### config.mk
export PLATFORM = sky130hd
export DESIGN_NAME = prog_loader
export DESIGN_NICKNAME = d
export VERILOG_FILES = /design/src/rtl/opcodes_pkg.sv /design/src/rtl/prog_loader_pkg.sv /design/src/rtl/opcode_check.sv /design/src/rtl/prog_loader.sv
export SDC_FILE = /design/constraint.sdc
export NUM_CORES = 1
export LEC_CHECK = 0
export ABC_AREA = 1
export CORE_MARGIN = 2
export CORE_UTILIZATION = 50
export CTS_CLUSTER_SIZE = 40
export DETAILED_ROUTE_END_ITERATION = 7
export PLACE_DENSITY = 0.84
export SLEW_MARGIN = 25
export SYNTH_ARGS = -nofsm -noshare
export SYNTH_HDL_FRONTEND = slang
export SYNTH_SLANG_ARGS = --single-unit
### constraint.sdc
create_clock -name clk -period 2.9 [get_ports clk]
set_input_delay 0.435 -clock clk [delete_from_list [all_inputs] [get_ports clk]]
set_output_delay 0.435 -clock clk [all_outputs]
set_load 0.02 [all_outputs]
### src/rtl/opcodes_pkg.sv
`default_nettype none
// ============================================================================
// Module      : opcodes_pkg
// Description : Shared processor opcode set (6-bit opcode field, byte0[7:2])
// Revision    : 1.0 - initial release
// ============================================================================
package opcodes_pkg;

  localparam logic [5:0] OP_NOP  = 6'h00;
  localparam logic [5:0] OP_ADD  = 6'h01;
  localparam logic [5:0] OP_ADDI = 6'h02;
  localparam logic [5:0] OP_SUB  = 6'h03;
  localparam logic [5:0] OP_SUBI = 6'h04;
  localparam logic [5:0] OP_MUL  = 6'h05;
  localparam logic [5:0] OP_MULI = 6'h06;
  localparam logic [5:0] OP_SHOW = 6'h07;
  localparam logic [5:0] OP_ADDS = 6'h08;
  localparam logic [5:0] OP_BREL = 6'h09;
  localparam logic [5:0] OP_BABS = 6'h0A;

endpackage
`default_nettype wire

### src/rtl/prog_loader_pkg.sv
`default_nettype none
// ============================================================================
// Module      : prog_loader_pkg
// Description : Loader state encoding, stream header byte and error codes
// Revision    : 1.0 - initial release
// ============================================================================
package prog_loader_pkg;

  typedef enum logic [3:0] {
    ST_IDLE = 4'd0,
    ST_HDR  = 4'd1,
    ST_CNT  = 4'd2,
    ST_B0   = 4'd3,
    ST_B1   = 4'd4,
    ST_B2   = 4'd5,
    ST_WR   = 4'd6,
    ST_CSUM = 4'd7,
    ST_DONE = 4'd8,
    ST_ERR  = 4'd9
  } state_t;

  localparam logic [7:0] C_HDR_BYTE = 8'hA5;

  localparam logic [1:0] C_ERR_NONE = 2'b00;
  localparam logic [1:0] C_ERR_HDR  = 2'b01;
  localparam logic [1:0] C_ERR_OPC  = 2'b10;
  localparam logic [1:0] C_ERR_CSUM = 2'b11;

endpackage
`default_nettype wire

### src/rtl/opcode_check.sv
`default_nettype none
// ============================================================================
// Module      : opcode_check
// Description : Combinational legality check of a 6-bit opcode against the
//               shared processor opcode set
// Revision    : 1.0 - initial release
// ============================================================================
module opcode_check
  import opcodes_pkg::*;
(
  input  logic [5:0] opcode,
  output logic       legal
);

  // Membership test against the shared opcode set
  always_comb begin
    legal = 1'b0;
    case (opcode)
      OP_NOP, OP_ADD, OP_ADDI, OP_SUB, OP_SUBI, OP_MUL,
      OP_MULI, OP_SHOW, OP_ADDS, OP_BREL, OP_BABS: legal = 1'b1;
      default: legal = 1'b0;
    endcase
  end

endmodule
`default_nettype wire

### src/rtl/prog_loader.sv
`default_nettype none
// ============================================================================
// Module      : prog_loader
// Description : Receives a framed program byte stream (header, count,
//               3-byte instructions, XOR checksum) and writes it into
//               program memory while holding the processor
// Revision    : 1.0 - initial release
// ============================================================================
module prog_loader
  import prog_loader_pkg::*;
#(
  parameter int ADDR_W  = 6,
  parameter int INSTR_W = 24
) (
  input  logic               clk,
  input  logic               n_reset,
  input  logic               start,
  input  logic [7:0]         rx_data,
  input  logic               rx_valid,
  output logic               rx_ready,
  output logic               pm_we,
  output logic [ADDR_W-1:0]  pm_addr,
  output logic [INSTR_W-1:0] pm_wdata,
  output logic               cpu_hold,
  output logic               load_done,
  output logic               load_err,
  output logic [1:0]         err_code
);

  localparam int C_DEPTH = 1 << ADDR_W;

  state_t              r_state;
  state_t              w_state_n;
  logic [ADDR_W:0]     r_count;
  logic [ADDR_W:0]     r_words;
  logic [ADDR_W:0]     w_words_inc;
  logic                w_last;
  logic [ADDR_W-1:0]   r_addr;
  logic [7:0]          r_xor;
  logic [7:0]          r_b0;
  logic [7:0]          r_b1;
  logic [INSTR_W-1:0]  r_wdata;
  logic                w_opc_legal;
  logic                w_clear;
  logic                w_set_err;
  logic [1:0]          w_err_code;
  logic                w_set_done;

  opcode_check u_opcode_check (
    .opcode (rx_data[7:2]),
    .legal  (w_opc_legal)
  );

  assign w_words_inc = r_words + 1'b1;
  assign w_last      = (w_words_inc == r_count);

  assign pm_we    = (r_state == ST_WR);
  assign pm_addr  = r_addr;
  assign pm_wdata = r_wdata;
  // Processor stays held through an error so it never runs a partial image
  assign cpu_hold = (r_state != ST_IDLE) && (r_state != ST_DONE);

  // State register, reset asynchronously to IDLE
  always_ff @(posedge clk or negedge n_reset) begin
    if (!n_reset) begin
      r_state <= ST_IDLE;
    end else begin
      r_state <= w_state_n;
    end
  end

  // Next-state decode, byte acceptance and status strobes
  always_comb begin
    w_state_n  = r_state;
    rx_ready   = 1'b0;
    w_clear    = 1'b0;
    w_set_err  = 1'b0;
    w_err_code = C_ERR_NONE;
    w_set_done = 1'b0;
    case (r_state)
      ST_IDLE, ST_DONE, ST_ERR: begin
        if (start) begin
          w_state_n = ST_HDR;
          w_clear   = 1'b1;
        end
      end
      ST_HDR: begin
        rx_ready = 1'b1;
        if (rx_valid) begin
          if (rx_data == C_HDR_BYTE) begin
            w_state_n = ST_CNT;
          end else begin
            w_state_n  = ST_ERR;
            w_set_err  = 1'b1;
            w_err_code = C_ERR_HDR;
          end
        end
      end
      ST_CNT: begin
        rx_ready = 1'b1;
        if (rx_valid) begin
          if ((rx_data == 8'h00) || (int'(rx_data) > C_DEPTH)) begin
            w_state_n  = ST_ERR;
            w_set_err  = 1'b1;
            w_err_code = C_ERR_HDR;
          end else begin
            w_state_n = ST_B0;
          end
        end
      end
      ST_B0: begin
        rx_ready = 1'b1;
        if (rx_valid) begin
          if (w_opc_legal) begin
            w_state_n = ST_B1;
          end else begin
            w_state_n  = ST_ERR;
            w_set_err  = 1'b1;
            w_err_code = C_ERR_OPC;
          end
        end
      end
      ST_B1: begin
        rx_ready = 1'b1;
        if (rx_valid) begin
          w_state_n = ST_B2;
        end
      end
      ST_B2: begin
        rx_ready = 1'b1;
        if (rx_valid) begin
          w_state_n = ST_WR;
        end
      end
      ST_WR: begin
        w_state_n = w_last ? ST_CSUM : ST_B0;
      end
      ST_CSUM: begin
        rx_ready = 1'b1;
        if (rx_valid) begin
          if (rx_data == r_xor) begin
            w_state_n  = ST_DONE;
            w_set_done = 1'b1;
          end else begin
            w_state_n  = ST_ERR;
            w_set_err  = 1'b1;
            w_err_code = C_ERR_CSUM;
          end
        end
      end
      default: begin
        w_state_n = ST_IDLE;
      end
    endcase
  end

  // Datapath: status flags, word/address counters, byte assembly, running XOR
  always_ff @(posedge clk or negedge n_reset) begin
    if (!n_reset) begin
      load_done <= 1'b0;
      load_err  <= 1'b0;
      err_code  <= C_ERR_NONE;
      r_count   <= '0;
      r_words   <= '0;
      r_addr    <= '0;
      r_xor     <= 8'h00;
      r_b0      <= 8'h00;
      r_b1      <= 8'h00;
      r_wdata   <= '0;
    end else begin
      if (w_clear) begin
        load_done <= 1'b0;
        load_err  <= 1'b0;
        err_code  <= C_ERR_NONE;
        r_words   <= '0;
        r_xor     <= 8'h00;
      end
      if (w_set_err) begin
        load_err <= 1'b1;
        err_code <= w_err_code;
      end
      if (w_set_done) begin
        load_done <= 1'b1;
      end
      case (r_state)
        ST_CNT: begin
          if (rx_valid && (w_state_n == ST_B0)) begin
            r_count <= (ADDR_W + 1)'(rx_data);
            r_addr  <= '0;
          end
        end
        ST_B0: begin
          if (rx_valid) begin
            r_b0  <= rx_data;
            r_xor <= r_xor ^ rx_data;
          end
        end
        ST_B1: begin
          if (rx_valid) begin
            r_b1  <= rx_data;
            r_xor <= r_xor ^ rx_data;
          end
        end
        ST_B2: begin
          if (rx_valid) begin
            r_wdata <= INSTR_W'({r_b0, r_b1, rx_data});
            r_xor   <= r_xor ^ rx_data;
          end
        end
        ST_WR: begin
          r_words <= w_words_inc;
          // Address stops at the last written word so a full image never wraps
          if (!w_last) begin
            r_addr <= r_addr + 1'b1;
          end
        end
        default: begin
        end
      endcase
    end
  end

endmodule
`default_nettype wire
Word level (Yosys, flattened, before mapping)

Memories as Yosys holds them, arrays and structs flattened.
Cells that the tools add are included.

Flip-flop bits (word level): 76
Memory bits (read-only): 16
Memories kept: 1

Add/sub/neg operators: 2
$lt $le $gt $ge: 1
Eq/ne operators: 16
Multiplexer cells: 51
Bitwise gates (word level): 1
Reduce and logical (&&, ||, !) cells: 19

Memories:

| memory          | words | bits a word | rd ports | clocked after Yosys merged registers in | write ports | line               | text |
|---|---|---|---|---|---|---|---|
| (no name shown) | 16    | 1           | 1        | 0                                       | 0           | opcode_check.sv:18 | `case (opcode)` |

Operators by type and width:

| cell                                                                  | count |
|---|---|
| 4-bit two-way mux                                                     | 10 |
| 4-bit case mux with 8 select lines                                    | 1 |
| 8-bit two-way mux                                                     | 3 |
| 1-bit two-way mux                                                     | 23 |
| 4-bit by 3-bit == test with 1-bit output (second input constant)      | 4 |
| 7-bit two-way mux                                                     | 2 |
| 4-bit by 2-bit == test with 1-bit output (second input constant)      | 3 |
| 2-bit two-way mux                                                     | 6 |
| 6-bit two-way mux                                                     | 2 |
| 6-bit case mux with 2 select lines                                    | 1 |
| 4-bit == test (second input constant)                                 | 2 |
| 8-bit == test                                                         | 1 |
| 8-bit == test (second input constant)                                 | 1 |
| 8-bit by 7-bit > comparator with 1-bit output (second input constant) | 1 |
| 8-bit logical NOT                                                     | 1 |
| 2-bit case mux with 4 select lines                                    | 1 |
| 2-bit AND reduction                                                   | 4 |
| 2-bit nonzero test                                                    | 4 |
| 8-bit XOR                                                             | 1 |
| 7-bit by 1-bit adder with 7-bit output (second input constant)        | 1 |
| 7-bit == test                                                         | 1 |
| 6-bit by 1-bit adder with 6-bit output (second input constant)        | 1 |
| 3-bit OR reduction                                                    | 2 |
| 6-bit OR reduction                                                    | 1 |
| 11 further kinds                                                      | 13 |

Logic depth before layout (Yosys ltp)

Gate-level depths: netlist of the first run.

Depth after elaboration: 9
Mapped depth: 13

By module

Synthesis of the first run repeated with hierarchy kept, for this count alone.

Cell total of the unflattened synthesis: 414
Area, all modules: 3,644.7 µm²

By module, submodules not included:

| module       | instances | cells an instance | area an instance (µm²) | sequential area each (µm²) |
|---|---|---|---|---|
| prog_loader  | 1         | 409               | 3,618.5                | 1,901.8 |
| opcode_check | 1         | 5                 | 26.3                   | 0.0 |

Worst setup path before layout of the first run

Ideal clock, no wire load.

Kind: reg-to-reg
Start point: register r_words[0]
End point: register r_addr[0] (netlist: pm_addr[0])
Data arrival time: 1,548 ps
Path slack: 1,286 ps
Cell stages (with the launch flop): 10
Period minus slack after synthesis: 1,614 ps
Cell sequence: dfrtp_1 -> ha_1 -> xor2_1 -> nor3_1 -> nand2_1 -> nor2_1 -> nand2_2 -> nand2_2 -> nand2_1 -> nand2_1

Cells in the longest elaborated chain, start to end: 8
Elaborated cells between the ends (all ways): 9

Ends and longest elaborated chain:

| element                                  | line               | text |
|---|---|---|
| start: declaration                       | prog_loader.sv:35  | `logic [ADDR_W:0] r_words;` |
| start signal: assignment                 | prog_loader.sv:211 | `r_words <= w_words_inc;` |
| 7-bit by 1-bit adder with 7-bit output * | prog_loader.sv:54  | `assign w_words_inc = r_words + 1'b1;` |
| 7-bit == test *                          | prog_loader.sv:55  | `assign w_last = (w_words_inc == r_count);` |
| 3-bit two-way mux                        | prog_loader.sv:136 | `w_state_n = w_last ? ST_CSUM : ST_B0;` |
| 4-bit case mux with 8 select lines       | prog_loader.sv:80  | `case (r_state)` |
| 4-bit by 2-bit == test with 1-bit output | prog_loader.sv:187 | `if (rx_valid && (w_state_n == ST_B0)) begin` |
| 1-bit logical AND                        | prog_loader.sv:187 |  |
| 2-bit != test (no source line)           | -                  |  |
| 3-bit AND reduction (no source line) *   | -                  |  |
| end signal: assignment                   | prog_loader.sv:214 | `r_addr <= r_addr + 1'b1;` |
| end: declaration                         | prog_loader.sv:38  | `logic [ADDR_W-1:0] r_addr;` |

Every way passes the cells marked *; elsewhere a longest branch is shown, timed or not.
A chain may end at the register's enable or synchronous reset.

Worst setup path after layout of the first run

Start point: register r_state[3]
End point: output port pm_we

Cells in the longest elaborated chain, start to end: 1

Ends and longest elaborated chain:

| element                                  | line              | text |
|---|---|---|
| start: declaration                       | prog_loader.sv:32 | `state_t r_state;` |
| start signal: assignment                 | prog_loader.sv:68 | `r_state <= w_state_n;` |
| 4-bit by 3-bit == test with 1-bit output | prog_loader.sv:57 | `assign pm_we = (r_state == ST_WR);` |
| end: declaration                         | prog_loader.sv:21 | `output logic pm_we,` |

Every way passes these cells.

==> impl_metrics.csv, run 1 <==
group,metric,value,unit
yosys,syn_area,3600,µm²
yosys,yosysWarnings,0,
yosys,synth_compound_area_share,11.5,%
die,die_x,88.9,µm
drt,ant_nets,0,
yosys,post_synth_fa_ha_maj_area_fraction,0.694,%
min_path,min_path_type,"in -> async",
layout,nets,468,
clock_network,clkTransAtPathRegs,0.09,ns
placed_design,dpl_cell_area,4160,µm²
worst_setup_path,path_cells,"inv_1, nand2_2, inv_2, nand3_1, buf_4, inv_1, clkdlybuf4s50_1",
drt,drcViolationCount,0,
power_and_ir_drop,p_leak,2.09,nW
timing,finalSetupTns,0,ns
power_and_ir_drop,max-vdd-ir-drop,509,µV
worst_setup_path,cp_num_buf_inv,5,
timing,timing.slew.headroom,56.1,%
clock_network,insertion_delay,0.35,ns
layout,synthToLayoutAreaGrowth,21.6,%
power_and_ir_drop,power_density,1020,nW/µm²
die,coreArea,6870,µm²
yosys,synth-xor-area-share,3.65,%
timing,timing.final.crit_share,91.0,%
placed_design,portBuffers,48,
die,die_h,88.9,µm
placed_design,place.gp.congestion,0.906,
timing,grt_setup_unrepaired,"false",
yosys,synth_cell_types,40,
yosys,ys_ff_latch,76,
clock_network,cts_hold_buf,0,
yosys,netlist_top_cells_area,"dfrtp_1 (53%), nand2_1 (11%), o21ai_0 (6.3%)",
worst_setup_path,crit_required,2.47,ns
drt,drt_iter0_drc,199,
die,die_area,7900,µm²
drt,vias_per_cell,5.23,
die,initial_core_util,52.5,%
yosys,syn_avg_cell_area,8.94,µm²
layout,drive_gt1_share,11.8,%
worst_setup_path,crit_family,"buffers and inverters",
worst_setup_path,cp_slowest_cell,"clkdlybuf4s50_1",
timing,worst_pin_slew,0.657,ns
yosys,synth_top_family_by_area,"simple AND/OR/NAND/NOR gates",
clock_network,cts.sinks,76,
worst_setup_path,crit_path_frequent_cell,"inv_1",
timing,fmax,379,MHz
layout,antenna_cells,0,
yosys,yosysTopAreaCellShare,52.8,%
clock_network,cts_resized,0,
timing,finalCriticalPeriod,2.64,ns
grt,grt_max_degree,77,
timing,slew_viol_final,0,
worst_setup_path,startpoint_type,"flop",
worst_setup_path,critPathKind,"reg -> out",
drt,num_vias,2903,
drt,routedWlPerCell,14.1,µm
yosys,synth.yosys.seq_area_share,52.8,%
clock_network,cts_tree,"yes",
clock_network,clockBufferDepth,2,
placed_design,post-dp-hpwl,5390,µm
clock_network,ctsRootBufferMaster,"clkbuf_8",
drt,wl,7840,µm
yosys,yosys.area_share.simple,22.1,%
clock_network,numCtsBuffers,9,
yosys,synth_top_area_cell,"dfrtp_1",
yosys,syn_nets,417,
timing,finalSetupViolCount,0,
layout,final_area,4380,µm²
yosys,netlist_instances,403,
grt,grt_usage,22.0,%
worst_setup_path,max_stage_delay,0.65,ns
die,pin_count,49,
timing,hold_viol_final,0,
grt,grt_pass1_vias,2931,
grt,grt_pass1_wl,13400,µm
grt,grt_antenna_before_repair,0,
clock_network,post_cts_buffers,0,
grt,overflow,0,
die,rows,30,
worst_setup_path,crit_fanout,12,
worst_setup_path,cp-end-kind,"output port",
flow_run,drv_cap,0,
worst_setup_path,worstPathArrival,2.20,ns
yosys,synthMuxAreaShare,2.50,%
timing,skew,0.0102,ns
status,outcome,"completed",
drt,dr.pass1.iters,4,
clock_network,cts_max_level,3,
## sequential cells by signal, summed over array words and instances, names as in the netlist
signal / cells
pm_wdata: 24
r_b1: 8
r_count: 7
r_xor: 8
err_code: 2
pm_addr: 6
r_b0: 8
r_state: 4
load_done: 1
load_err: 1
r_words: 7
## through the flow
stage               cells  worst slack (ns)  util (%)  hold WS (ns)  total power, mW
global route          555             0.140      63.8        0.0319             4.80
detailed placement    538             0.369      60.5         0.476             3.65
global placement      538             0.432      60.5         0.472             3.58
CTS                   554             0.275      63.5         0.252             4.51
floorplan             403              1.29         -         0.139             2.91
finish                555             0.262      63.8       0.00987             4.48
## per-layer routing
layer,GRT usage (%),part of all wire (%),up-vias
met5,0,0,-
met4,7.16,1.0,0
met3,4.89,4.8,9
met2,36.4,51,74
met1,29.0,43,1410
li1,-,-,1410
## placed cells by master (no fill, tap or decap), drive strengths merged, types with 6 or more instances in the layout
| master | count |
|---|---|
| nand3 | 23 |
| xnor2 | 6 |
| inv | 49 |
| o21ai | 52 |
| clkbuf | 10 |
| dfrtp | 76 |
| xor2 | 9 |
| mux2 | 8 |
| clkdlybuf4s50 | 47 |
| nor3 | 6 |
| nor2 | 28 |
| nand2 | 105 |
## synthesized netlist by cell type
| master | n |
|---|---|
| nor3b_1 | 2 |
| o221ai_1 | 1 |
| o22ai_1 | 5 |
| nand3_2 | 1 |
| nand4_4 | 1 |
| nand3b_1 | 3 |
| o311ai_0 | 1 |
| nand3_4 | 1 |
| nor2_2 | 1 |
| mux2_2 | 8 |
| nor3_2 | 2 |
| buf_6 | 2 |
| o21bai_1 | 1 |
| xnor2_1 | 6 |
| nor3_1 | 4 |
| nand2_2 | 4 |
| clkbuf_1 | 5 |
| a22oi_1 | 2 |
| ha_1 | 2 |
| a31oi_2 | 1 |
| inv_2 | 5 |
| nand3_1 | 21 |
| a21oi_2 | 1 |
| a211oi_1 | 1 |
| o21ai_2 | 7 |
| and2_1 | 1 |
| dfrtp_1 | 76 |
| nand4_1 | 4 |
| buf_2 | 4 |
| o211ai_1 | 1 |
| nor4_4 | 1 |
| a31o_1 | 1 |
| xor2_1 | 9 |
| o21ai_0 | 45 |
| inv_1 | 42 |
| a31oi_1 | 1 |
| nor2_1 | 27 |
| buf_4 | 1 |
| nand2_1 | 101 |
| a21oi_1 | 1 |
## logic make-up (layout without fill, tap and decap cells)
kind of cell    Yosys count  in the layout
mux                       8              8
xor+xnor                 15             15
fa+ha+maj                 2              2
flops                    76             76
buf+inv                  59            115
compound gates           69             69
simple gates            174            174
## final timing paths
kind / from / endpoint / slack [ns] / cells after the start
hold reg to reg: pm_wdata[6] / pm_wdata[6] / 0.49 / 2
min in group clk: pm_wdata[6] / pm_wdata[6] / 0.49 / 2
setup reg to reg: r_state[0] / pm_addr[2] / 0.96 / 10
hold / removal: n_reset / pm_wdata[17] / 0.01 / 1
setup / recovery: r_state[3] / pm_we / 0.26 / 7
max in group asynchronous: n_reset / r_state[0] / 2.31 / 2
## where the power goes
part	switching (mW)	internal (mW)	leakage (nW)	total, mW
sequential	0.318	1.51	0.970	1.83
clock	0.412	0.429	0.107	0.840
combinational	0.996	0.817	1.01	1.81
## cell type report
class	instances	area, µm²
clock buffer	10	138
clock inverter	6	70.1
fill	546	2490
inverter	47	176
multi-input combinational	268	1460
sequential	76	1900
tap	96	120
timing repair buffer	52	520
(Power assumes the default switching activity.)
==> inputs of run 2 (changes only) <==
CTS_BUF_LIST = sky130_fd_sc_hd__clkbuf_16   (was not set)
==> impl_metrics.csv, run 2 (synthesized netlist as in run 1, its figures left out) <==
group,metric,value,unit
die,die_h,88.9,µm
clock_network,ctsRootBufferMaster,"clkbuf_16",
die,die_area,7900,µm²
worst_setup_path,path_cells,"inv_1, nand2_2, inv_2, nand3_1, buf_4, inv_1, clkdlybuf4s50_1",
layout,largest_reg_flops,24,
drt,routedWlPerCell,14.0,µm
placed_design,place_inst,538,
drt,drt_iter0_drc,186,
timing,timing.final.crit_share,89.9,%
clock_network,insertion_delay,0.33,ns
grt,grt_max_degree,77,
power_and_ir_drop,p_comb_share,37.9,%
die,pin_count,49,
placed_design,portBuffers,48,
die,coreArea,6870,µm²
power_and_ir_drop,clockPowerShare,23.5,%
worst_setup_path,max_stage_delay,0.65,ns
die,rows,30,
drt,dr.pass1.iters,4,
power_and_ir_drop,power_density,1060,nW/µm²
worst_setup_path,worstPathArrival,2.17,ns
clock_network,numCtsBuffers,9,
clock_network,cts_hold_buf,0,
worst_setup_path,worstReg2RegStart,"r_state[0]",
power_and_ir_drop,p_seq_share,38.6,%
grt,grt-busiest-layer,"met2",
worst_setup_path,crit_path_frequent_cell,"inv_1",
layout,final_common_cell,"nand2_1",
layout,antenna_cells,0,
timing,hold_viol_final,0,
layout,final_cell_mix,"nand2_1 (101), dfrtp_1 (76), clkdlybuf4s50_1 (47)",
worst_setup_path,cp-startpoint,"r_state[3]",
layout,nets,467,
min_path,min_path_type,"in -> async",
timing,fmax,384,MHz
grt,grt_pass1_vias,2913,
worst_setup_path,cp-end-kind,"output port",
timing,grt_setup_unrepaired,"false",
worst_setup_path,crit_fanout,12,
drt,drcViolationCount,0,
power_and_ir_drop,p_sw,1.74,mW
clock_network,cts_max_level,3,
grt,grt.met1_usage,28.3,%
timing,skew,0.00651,ns
grt,grt_pass1_wl,13300,µm
flow_run,drv_cap,0,
clock_network,clkTransAtPathRegs,0.06,ns
power_and_ir_drop,switching_share,36.7,%
timing,finalCriticalPeriod,2.61,ns
clock_network,cts.sinks,76,
layout,drive_gt1_share,11.4,%
placed_design,post-dp-hpwl,5390,µm
worst_setup_path,startpoint_type,"flop",
worst_setup_path,crit_required,2.47,ns
worst_setup_path,crit_family,"buffers and inverters",
worst_setup_path,cp_num_buf_inv,5,
timing,worst_pin_slew,0.917,ns
status,outcome,"completed",
drt,ant_nets,0,
power_and_ir_drop,p_leak,2.12,nW
grt,grtUsageMet2,36.2,%
timing,finalSetupTns,0,ns
drt,wl,7740,µm
layout,post-route-util,64.8,%
timing,timing.slew.headroom,38.9,%
worst_setup_path,critPathKind,"reg -> out",
grt,overflow,0,
timing,finalSetupViolCount,0,
layout,fillerInstances,528,
worst_setup_path,cp_slowest_cell,"clkdlybuf4s50_1",
clock_network,cts_tree,"yes",
clock_network,cts_resized,0,
power_and_ir_drop,max-vdd-ir-drop,584,µV
die,initial_core_util,52.5,%
power_and_ir_drop,p_int,3.00,mW
grt,grt_antenna_before_repair,0,
drt,vias_per_cell,5.18,
grt,grt_usage,22.0,%
clock_network,clockBufferDepth,2,
die,die_x,88.9,µm
grt,use_met3,5.63,%
timing,slew_viol_final,0,
clock_network,post_cts_buffers,0,
placed_design,place.gp.congestion,0.906,
layout,final_cell_count_no_fill,554,
layout,synthToLayoutAreaGrowth,23.6,%
drt,num_vias,2870,
run 2: changes by cell type in the layout (fill, tap and decap cells not counted), sizes merged:
cell,previous run,this run
buf,5,4
clkbuf,10,9
clkinv,3,4
run 2: layout make-up:
type / count / area (µm²) / area share, %
clock buffers: 9 / 225 / 5.06
inverters: 47 / 176 / 3.96
flip-flops and latches: 76 / 1900 / 42.7
clock inverters: 7 / 73.8 / 1.66
well taps: 96 / 120 / 2.70
repair buffers: 51 / 500 / 11.2
multi-input cells: 268 / 1460 / 32.7
run 2: power groups by stage:
stage	sequential (mW)	clock (mW)	combinational [mW]
3_5_place_dp	1.85	0	1.80
4_1_cts	1.83	1.13	1.81
3_3_place_gp	1.83	0	1.75
2_1_floorplan	2.03	0	0.873
5_1_grt	1.90	1.18	1.99
6_report	1.83	1.11	1.79
run 2: final timing paths:
check	to	slack [ns]	cells past startpoint
worst min register to register	pm_wdata[6]	0.49	2
max in group asynchronous	r_state[0]	2.07	1
min in group clk	pm_wdata[6]	0.49	2
worst max register to register	pm_addr[3]	0.96	10
worst min-delay path	r_words[4]	0.23	1
worst max-delay path	pm_we	0.29	7
run 2: through the flow:
stage / power [mW] / worst slack, ns / cell area (µm²) / hold slack, ns
final: 4.74 / 0.293 / 4450 / 0.235
after global placement: 3.58 / 0.432 / 4160 / 0.472
after CTS: 4.77 / 0.297 / 4450 / 0.279
after floorplan: 2.91 / 1.29 / 3600 / 0.139
after detailed placement: 3.65 / 0.369 / 4160 / 0.476
after global routing: 5.06 / 0.159 / 4450 / 0.321
run 2: routing by layer:
| metal | vias up | wire length [µm] |
|---|---|---|
| met1 | 1379 | 3340 |
| met3 | 13 | 387 |
| met2 | 70 | 3890 |
| met5 | - | 0 |
| li1 | 1408 | - |
| met4 | 0 | 129 |
==> inputs of run 3 (changes only) <==
CORE_UTILIZATION = 55   (was 50)
PLACE_DENSITY = 0.9   (was 0.84)
==> impl_metrics.csv, run 3 (synthesized netlist as in run 1, its figures left out) <==
group,metric,value,unit
status,outcome,"completed",
placed_design,dpl_worst_slack,0.397,ns
clock_network,insertion_delay,0.34,ns
die,initial_core_util,56.7,%
grt,overflow,0,
clock_network,clockBufferDepth,2,
timing,worst_pin_slew,0.742,ns
timing,skew,0.00718,ns
flow_run,drv_cap,0,
timing,fin_hold_ws,0.163,ns
timing,slew_viol_final,0,
clock_network,cts_max_level,3,
worst_setup_path,worstPathArrival,2.19,ns
layout,final_cell_mix,"nand2_1 (101), dfrtp_1 (76), clkdlybuf4s50_1 (47)",
layout,antenna_cells,0,
timing,hold_viol_final,0,
clock_network,clkTransAtPathRegs,0.06,ns
die,die_x,84.9,µm
timing,grt_setup_unrepaired,"false",
worst_setup_path,crit_fanout,12,
timing,finalWorstSetupSlack,0.279,ns
layout,final_common_cell,"nand2_1",
drt,drcViolationCount,0,
die,pin_count,49,
timing,finalSetupTns,0,ns
clock_network,cts_tree,"yes",
power_and_ir_drop,power,4.87,mW
placed_design,post-dp-hpwl,5600,µm
worst_setup_path,startpoint_type,"flop",
grt,grt_pass1_wl,13800,µm
worst_setup_path,r2r_end,"pm_addr[2]",
timing,finalSetupViolCount,0,
drt,dr.pass1.iters,6,
drt,ant_nets,0,
grt,grt_antenna_before_repair,0,
clock_network,cts.sinks,76,
drt,drt_iter0_drc,159,
power_and_ir_drop,power_density,1090,nW/µm²
layout,post-route-util,70.4,%
die,coreArea,6350,µm²
drt,vias_per_cell,5.64,
placed_design,dpl_cell_area,4150,µm²
clock_network,ctsRootBufferMaster,"clkbuf_16",
die,die_area,7210,µm²
clock_network,cts_hold_buf,0,
grt,grt_usage,24.1,%
worst_setup_path,ff2ff_setup_slack,0.90,ns
layout,final_area,4470,µm²
placed_design,place.gp.congestion,0.883,
timing,fmax,382,MHz
placed_design,place_inst,520,
timing,finalCriticalPeriod,2.62,ns
layout,largest_reg_flops,24,
placed_design,portBuffers,48,
worst_setup_path,cp-end-kind,"output port",
die,rows,29,
drt,wl,8210,µm
drt,routedWlPerCell,15.3,µm
die,die_h,84.9,µm
worst_setup_path,crit_required,2.47,ns
worst_setup_path,critPathKind,"reg -> out",
timing,timing.slew.headroom,50.5,%
timing,timing.final.crit_share,90.4,%
power_and_ir_drop,p_leak,2.14,nW
worst_setup_path,r2r_cells,12,
worst_setup_path,worstReg2RegStart,"r_words[0]",
clock_network,numCtsBuffers,9,
layout,final_cell_count_no_fill,536,
power_and_ir_drop,max-vdd-ir-drop,595,µV
layout,synthToLayoutAreaGrowth,24.1,%
clock_network,cts_resized,0,
layout,nets,468,
grt,grt_max_degree,46,
min_path,min_path_type,"in -> async",
grt,grt_pass1_vias,2992,
clock_network,post_cts_buffers,0,
drt,num_vias,3023,
layout,drive_gt1_share,11.8,%
worst_setup_path,cp-startpoint,"r_state[3]",
==> run 3: routing by layer <==
metal,track usage (%),vias to the layer above,routed length [µm],part of all wire (%)
met5,0,-,0,0
met4,10.8,0,203,2.5
met3,4.38,25,447,5.4
met2,41.3,116,4260,52
met1,29.8,1469,3300,40
li1,-,1413,-,-
==> run 3: worst max-delay path by stage <==
stage	to	cells after the start	slack, ns
final	pm_we	7	0.28
after global routing	pm_we	7	0.17
after CTS	pm_we	7	0.30
after detailed placement	pm_addr[2]	9	0.40
after global placement	pm_addr[2]	9	0.49
after floorplan	pm_addr[0]	9	1.29
==> run 3: area by class of cell <==
type / count / area, µm²
flip-flops and latches: 76 / 1900
fillers: 448 / 1880
multi-input cells: 268 / 1460
repair buffers: 52 / 518
clock buffers: 9 / 225
inverters: 47 / 176
clock inverters: 7 / 98.8
well taps: 77 / 96.3
==> run 3: worst max-delay path: stages, from the launching register on <==
cell and delay (ns):
dfrtp_1 0.39, inv_1 0.13, nand2_2 0.10, inv_2 0.10
nand3_1 0.08, buf_4 0.20, inv_1 0.20, clkdlybuf4s50_1 0.65
==> run 3: power by group <==
part	internal [mW]	total [mW]	leakage [nW]	switching (mW)
clock network	0.757	1.20	0.156	0.447
logic	0.816	1.83	1.01	1.01
registers	1.52	1.84	0.970	0.323
